File: config.mk
export PLATFORM = sky130hd
export DESIGN_NAME = booth_seq_mul
export DESIGN_NICKNAME = d
export VERILOG_FILES = /design/src/rtl/booth_seq_mul.sv
export SDC_FILE = /design/constraint.sdc
export NUM_CORES = 1
export LEC_CHECK = 0
export CORE_MARGIN = 2
export CORE_UTILIZATION = 40
export DETAILED_ROUTE_END_ITERATION = 10
export GPL_TIMING_DRIVEN = 0
export SLEW_MARGIN = 40
export SYNTH_ARGS = -nofsm -noshare
export SYNTH_HDL_FRONTEND = slang
export SYNTH_SLANG_ARGS = --single-unit
File: constraint.sdc
create_clock -name clk -period 6.84 [get_ports clk]
set_input_delay 1.368 -clock clk [delete_from_list [all_inputs] [get_ports clk]]
set_output_delay 1.368 -clock clk [all_outputs]
set_load 0.01 [all_outputs]
File: src/rtl/booth_seq_mul.sv
// Sequential radix-4 modified-Booth multiplier for unsigned operands.
// One Booth digit is consumed per cycle, WIDTH/2+1 cycles per product,
// with valid/ready handshakes on both the operand and the result side.

// Radix-4 Booth digit encoder for a 3-bit overlapping multiplier window.
module boothEnc (
  input  logic [2:0] window,
  output logic       sel_single,
  output logic       sel_double,
  output logic       neg
);
  // Digit values: 000/111 -> 0, 001/010 -> +1, 011 -> +2, 100 -> -2, 101/110 -> -1.
  // For 111, neg is set but both magnitude selects are low, so the term is zero.
  assign sel_single = window[0] ^ window[1];
  assign sel_double = (window == 3'b011) || (window == 3'b100);
  assign neg        = window[2];
endmodule

module booth_seq_mul #(
  parameter int WIDTH = 24
) (
  input  logic               clk,
  input  logic               rst,
  input  logic               in_valid,
  output logic               in_ready,
  input  logic [WIDTH-1:0]   a,
  input  logic [WIDTH-1:0]   b,
  output logic               out_valid,
  input  logic               out_ready,
  output logic [2*WIDTH-1:0] product
);
  localparam int N     = WIDTH / 2 + 1;
  // Two guard bits keep the signed running sum exact; the final value is
  // always non-negative and fits in 2*WIDTH bits.
  localparam int ACC_W = 2 * WIDTH + 2;
  localparam int CNT_W = $clog2(N + 1);

  typedef enum logic [1:0] {IDLE, RUN, DONE} state_t;

  state_t             state_reg, state_next;
  // Multiplicand pre-shifted by 2*i, so no barrel shifter is needed.
  logic [ACC_W-1:0]   mcand_reg;
  // Multiplier, zero-extended by two MSBs and shifted right two bits per digit.
  logic [WIDTH+1:0]   mult_reg;
  // Bit b[2i-1] of the current window (b[-1] = 0 at the first digit).
  logic               prev_reg;
  logic [ACC_W-1:0]   acc_reg;
  logic [CNT_W-1:0]   cnt_reg;
  logic [2*WIDTH-1:0] product_reg;

  logic [2:0]         window;
  logic               sel_single, sel_double, neg;
  logic [ACC_W-1:0]   mag;
  logic [ACC_W-1:0]   pp;
  logic [ACC_W-1:0]   acc_sum;
  logic               last_iter;

  assign window = {mult_reg[1:0], prev_reg};

  boothEnc u_enc (
    .window     (window),
    .sel_single (sel_single),
    .sel_double (sel_double),
    .neg        (neg)
  );

  // Select, optionally negate and accumulate the current partial product.
  always_comb begin
    mag = '0;
    if (sel_single) begin
      mag = mcand_reg;
    end else if (sel_double) begin
      mag = mcand_reg << 1;
    end
    pp      = neg ? (~mag + {{(ACC_W-1){1'b0}}, 1'b1}) : mag;
    acc_sum = acc_reg + pp;
  end

  assign last_iter = (cnt_reg == CNT_W'(N - 1));

  // State register.
  always_ff @(posedge clk) begin
    if (rst) begin
      state_reg <= IDLE;
    end else begin
      state_reg <= state_next;
    end
  end

  // Next-state logic: accept in IDLE, N digit cycles in RUN, hold in DONE.
  always_comb begin
    state_next = state_reg;
    case (state_reg)
      IDLE:    if (in_valid) state_next = RUN;
      RUN:     if (last_iter) state_next = DONE;
      DONE:    if (out_ready) state_next = IDLE;
      default: state_next = IDLE;
    endcase
  end

  // Handshake outputs come from state only.
  assign in_ready  = (state_reg == IDLE);
  assign out_valid = (state_reg == DONE);
  assign product   = product_reg;

  // Datapath: capture operands on accept, step one Booth digit per RUN cycle.
  always_ff @(posedge clk) begin
    if (rst) begin
      mcand_reg   <= '0;
      mult_reg    <= '0;
      prev_reg    <= 1'b0;
      acc_reg     <= '0;
      cnt_reg     <= '0;
      product_reg <= '0;
    end else begin
      case (state_reg)
        IDLE: begin
          if (in_valid) begin
            mcand_reg <= {{(ACC_W-WIDTH){1'b0}}, a};
            mult_reg  <= {2'b00, b};
            prev_reg  <= 1'b0;
            acc_reg   <= '0;
            cnt_reg   <= '0;
          end
        end
        RUN: begin
          acc_reg   <= acc_sum;
          mcand_reg <= mcand_reg << 2;
          mult_reg  <= mult_reg >> 2;
          prev_reg  <= mult_reg[1];
          cnt_reg   <= cnt_reg + CNT_W'(1);
          if (last_iter) begin
            product_reg <= acc_sum[2*WIDTH-1:0];
          end
        end
        default: ;
      endcase
    end
  end
endmodule

### Word level (Yosys, flattened, before mapping)

Cells that the tools add are included.

| storage, ports and cells | value |
|---|---|
| register bits after elaboration | 181 |
| output and inout bits | 50 |
| bits of input ports | 52 |
| logic and storage cells | 43 |

| cells by class | value |
|---|---|
| bitwise logic cells | 2 |
| equality and inequality tests | 8 |
| add/sub/neg operators | 3 |
| muxes and demuxes | 17 |
| reduce and logical (&&, ||, !) cells | 6 |

Operators by type and width:

| operator | count |
|---|---|
| 50-bit 2-to-1 mux | 5 |
| 50-bit one-hot mux with 2 select lines | 2 |
| 26-bit one-hot mux with 2 select lines | 1 |
| 50-bit by 1-bit adder with 50-bit output (second input constant) | 1 |
| 50-bit adder | 1 |
| 50-bit NOT | 1 |
| 26-bit 2-to-1 mux | 1 |
| 4-bit one-hot mux with 2 select lines | 1 |
| 2-bit 2-to-1 mux | 3 |
| 2-bit one-hot mux with 3 select lines | 1 |
| 4-bit by 1-bit adder with 4-bit output (second input constant) | 1 |
| 4-bit == test (second input constant) | 1 |
| 4-bit 2-to-1 mux | 1 |
| 2-bit inequality test (second input constant) | 2 |
| 2-bit AND reduction | 2 |
| 3-bit by 2-bit == test with 1-bit output (second input constant) | 1 |
| 3-bit == test (second input constant) | 1 |
| 3-bit AND reduction | 1 |
| 2-bit by 1-bit == test with 1-bit output (second input constant) | 1 |
| 2-bit == test (second input constant) | 1 |
| 2-bit zero test | 1 |
| 2-bit by 1-bit inequality test with 1-bit output (second input constant) | 1 |
| 1-bit one-hot mux with 2 select lines | 1 |
| 2-bit nonzero test | 1 |
| 3 further kinds | 3 |

### Logic depth before layout (Yosys ltp)

| depth | value |
|---|---|
| depth after elaboration | 9 |
| gate-level depth with buffers | 29 |
| depth with buffers taken out | 25 |

### Hierarchy

From an unflattened synthesis, not the netlist that was laid out.

| second synthesis, totals | value |
|---|---|
| cells, all modules | 1,541 |
| area, all modules | 11,801.3 sq um |

Modules (own cells, without submodules):

| module | area each (sq um) | times used | cells an instance | sequential area each (sq um) |
|---|---|---|---|---|
| booth_seq_mul | 11,746.3 | 1 | 1,535 | 3,503.4 |
| boothEnc | 55.1 | 1 | 6 | 0.0 |

### Worst setup path before layout

Ideal clock, no wire load.

| timing path | value |
|---|---|
| path type | register -> register |
| start | reg mult_reg[0] |
| end | reg acc_reg[45] |
| period minus slack after synthesis | 5.668 ns |
| stages on the path, launching flop included | 27 |
| setup time | 0.117 ns |
| data arrival time | 5.551 ns |
| data required time | 6.723 ns |
| slack | 1.172 ns |
| cells stage by stage | dfxtp_1 > inv_1 > ha_1 > buf_4 > clkbuf_1 > clkbuf_1 > clkbuf_1 > buf_1 > clkbuf_1 > a21oi_1 > ha_1 > nand2_1 > or2_2 > nand2_1 > xor2_1 > ha_1 > clkbuf_1 > o211ai_1 > or2_0 > or3_1 > o221ai_1 > nor4b_2 > nor2_1 > o21ai_0 > a41oi_1 > xnor2_1 > a22o_1 |

| on the way | value |
|---|---|
| longest elaborated chain between the ends | 9 |
| elaborated cells on any way between the ends | 11 |
| those cells by class | add/sub (2); eq/ne (2); mux (4); bitwise (2); reduce/logical (1) |

RTL lines:

| element | RTL line | RTL |
|---|---|---|
| from (decl) | 44 | `logic [WIDTH+1:0] mult_reg;` |
| from (signal assigned) | 120 | `mult_reg <= {2'b00, b};` |
| from (signal assigned) | 129 | `mult_reg <= mult_reg >> 2;` |
| 3-bit by 2-bit == test with 1-bit output or 3-bit == test (tied branches) | 15 | `assign sel_double = (window == 3'b011) \|\| (window == 3'b100);` |
| 1-bit logical OR | 15 |  |
| 50-bit 2-to-1 mux | 72 | `end else if (sel_double) begin` |
| 50-bit 2-to-1 mux (*) | 70 | `if (sel_single) begin` |
| 50-bit NOT | 75 | `pp = neg ? (~mag + {{(ACC_W-1){1'b0}}, 1'b1}) : mag;` |
| 50-bit by 1-bit adder with 50-bit output | 75 |  |
| 50-bit 2-to-1 mux (*) | 75 |  |
| 50-bit adder (*) | 76 | `acc_sum = acc_reg + pp;` |
| 50-bit one-hot mux with 2 select lines (*) | 116 | `case (state_reg)` |
| to (signal assigned) | 127 | `acc_reg <= acc_sum;` |
| to (decl) | 47 | `logic [ACC_W-1:0] acc_reg;` |

Every way passes the cells marked *; elsewhere a longest branch is shown, timed or not.
A chain may end at the register's enable or synchronous reset.

### Worst setup path in the final report

Same ends and word-level chain as after synthesis.

==> key figures <==
Final layout
  • Layout area overhead: 17.9%
  • Filler cells: 2,984
  • Most frequent cells in the layout: 206 x nand2_1, 188 x a21oi_1, 175 x dfxtp_1
  • N_diodes: 0
  • Share of layout cells above drive strength 1: 4.57%
  • Final std cell area, no fill: 13,900 um^2
  • Commonest non-fill, non-tap cell in the layout: nand2_1
  • Nets: 1,813

Die
  • Die width: 176 um
  • # IOs: 102
  • Die height: 176 um
  • Floorplan core area: 28,900 um^2
  • Std-Cell Rows: 62
  • Initial Utilization: 40.8%
  • Total die area: 30,800 um^2

CTS
  • CTS H-Tree Depth: 4
  • TritonCTS clock tree: yes
  • Hold-fix buffers, CTS: 0
  • CTS Sinks: 175
  • CTS Buf Count: 17
  • Reg clk slew, reported paths: 80 ps
  • CTS root buf: clkbuf_16
  • Post-CTS setup buffers: 0
  • CTS Buffer Depth: 2
  • Clk_lat worst skew: 460 ps

Timing
  • Worst-Margin Slew: 895 ps
  • FMAX: 154 MHz
  • RSZ-0062 raised after global routing: no
  • Worst rel slew slack: 40.3%
  • WHS: 454 ps
  • Final Cycle Share: 94.7%
  • Tmin final: 6480 ps
  • Hold Fails Final Rpt: 0
  • Fin. max-slew vios: 0
  • Clock Skews: 18.4 ps
  • Sum Neg Setup Slack: 0 ps
  • Setup violators final: 0

Yosys
  • EDFF count, synth: 0
  • Post-Syn Instances: 1,575
  • Syn_area_per_cell: 7.48 um^2
  • Synth cell types: 69
  • Register area share after synthesis: 29.7%
  • Yosys warns: 0
  • Fraction of registers with async set/reset: 0%
  • Number of register bits inferred by synthesis: 175
  • Top FF cell, synth: dfxtp_1
  • Mapped cell area: 11,800 um^2
  • Post-Syn Nets: 1,695

Global route
  • Antenna violations before repair: 0
  • Met1 usage: 34.9%
  • Global route overflow: 0
  • First-pass GRT wire length: 62.2 mm
  • Largest net degree at the start of global routing: 20
  • Met3 Track Usage GR: 3.42%
  • GR Layer Usage met2: 41.0%
  • GRT Total Usage: 25.3%
  • Vias in the first global route: 11,400
  • Global route hottest layer: met2

Routing
  • DR pass1 iterations: 5
  • DRC: 0
  • Routed len/inst: 18.7 um
  • Post-route ant nets: 0
  • Via density: 5.77
  • Routed wire length: 39.2 mm
  • Initial DRC count: 1,143
  • Via Count: 12,100

Critical path
  • CP max FO: 19
  • Buffers and inverters on the worst path: 6
  • CP max stage delay: 420 ps
  • Critical Path AT: 6830 ps
  • Crit-path most repeated cell: ha_1
  • Crit path kind: flop to flop
  • Setup crit end kind: flop
  • Critical Path RT: 7190 ps
  • Startpoint Class: flop
  • Delay-heaviest family, CP: buffers and inverters
  • Slowest CP cell: o21ai_0
  • Crit-path cells: inv_1 > ha_1 > buf_4 > buf_2 > buf_2 > clkbuf_2 > a21oi_1 > ha_1 > nand2_1 > or2_2 > nand2_1 > xor2_1 > ha_1 > clkbuf_1 > o211ai_1 > or2_0 > or3_1 > o221ai_1 > nor4b_2 > nor2_1 > o21ai_0 > a41oi_1 > xnor2_1 > a22o_1

Placement
  • Post-DP HPWL: 29.6 mm
  • Placed inst area: 13,300 um^2
  • I/O Buffers: 101
  • RePlAce Congestion: 0.897

Pwr
  • Pwr Density: 208 nW/um^2
  • Peak supply drop: 0.000155 V
  • Leakage: 5.31 nW

Hold path
  • HP Class: flop to flop

Run status
  • Outcome: complete, no violations

Run
  • Max cap viols: 0
cell families after synthesis:
group                    synth area share (%)
AO/OA/AOI/OAI                            31.2
AND/OR/NAND/NOR                          19.5
flip-flops                               29.7
buffers and inverters                    5.10
XOR/XNOR                                 6.62
adder cells (fa/ha/maj)                  7.29
multiplexers                            0.637
tightest hold or removal path: cells and delay by family (launching register included):
family / cells / cell delay (ps)
compound gates: 1 / 50
flops: 1 / 310
simple gates: 1 / 50
report_power, final:
group          internal (W)  leakage (nW)  total [W]  switching [W]
logic              0.000269          3.59   0.000770       0.000501
registers           0.00106          1.42    0.00111      0.0000446
clock network      0.000504         0.297    0.00102       0.000513
path summary, 6_finish.rpt:
path,start,end,slack (ps),cells after the start
worst max-delay path,mult_reg[0],acc_reg[45],360,24
worst min-delay path,product[38],product[38],450,2
worst max register to register,mult_reg[0],acc_reg[45],360,24
worst min register to register,product[38],product[38],450,2
cells in the mapped netlist, drive strengths merged (19+ instances only):
master,n,share of area (%)
nor3,21,0.89
dfxtp,175,30
xnor2,39,2.9
a22o,28,2.1
buf,23,0.85
nor2b,19,1.0
ha,67,7.1
a21o,29,1.8
inv,27,0.86
a22oi,74,4.7
nand3,28,1.2
a21oi,191,8.2
o221ai,46,3.4
o21ai,118,5.1
nand4,24,1.3
clkbuf,106,3.4
nor2,157,5.0
xor2,50,3.7
nand2,206,6.6
layout make-up:
class / count / area [um^2] / share of cell area [%]
repair buffers: 101 / 1010 / 7.28
multi-input cells: 1244 / 7690 / 55.4
plain buffers: 127 / 498 / 3.59
well taps: 384 / 480 / 3.46
clock inverters: 14 / 166 / 1.20
clock buffers: 18 / 439 / 3.16
inverters: 27 / 101 / 0.730
flip-flops and latches: 175 / 3500 / 25.2
routing by layer:
| metal | routed length, um | vias to the layer above |
|---|---|---|
| li1 | - | 5926 |
| met1 | 18400 | 5683 |
| met2 | 17700 | 403 |
| met3 | 2120 | 47 |
| met4 | 878 | 0 |
| met5 | 0 | - |
metrics by stage:
step | worst slack (ps) | std cells | total power (W) | util (%)
after CTS | 142 | 2091 | 0.00289 | 48.1
after global placement | -800 | 2060 | 0.00188 | 46.0
after floorplan | 1170 | 1575 | 0.00166 | -
after detailed placement | -846 | 2060 | 0.00188 | 46.0
after global routing | 16.2 | 2090 | 0.00303 | 48.1
final | 360 | 2090 | 0.00289 | 48.1
what timing repair did:
action / 4_1_cts / 5_1_grt
resized for setup: 3 / 2
endpoints found under the setup margin: 40 / 9
gates cloned: 0 / 0
Power figures use the tool's default switching activity.
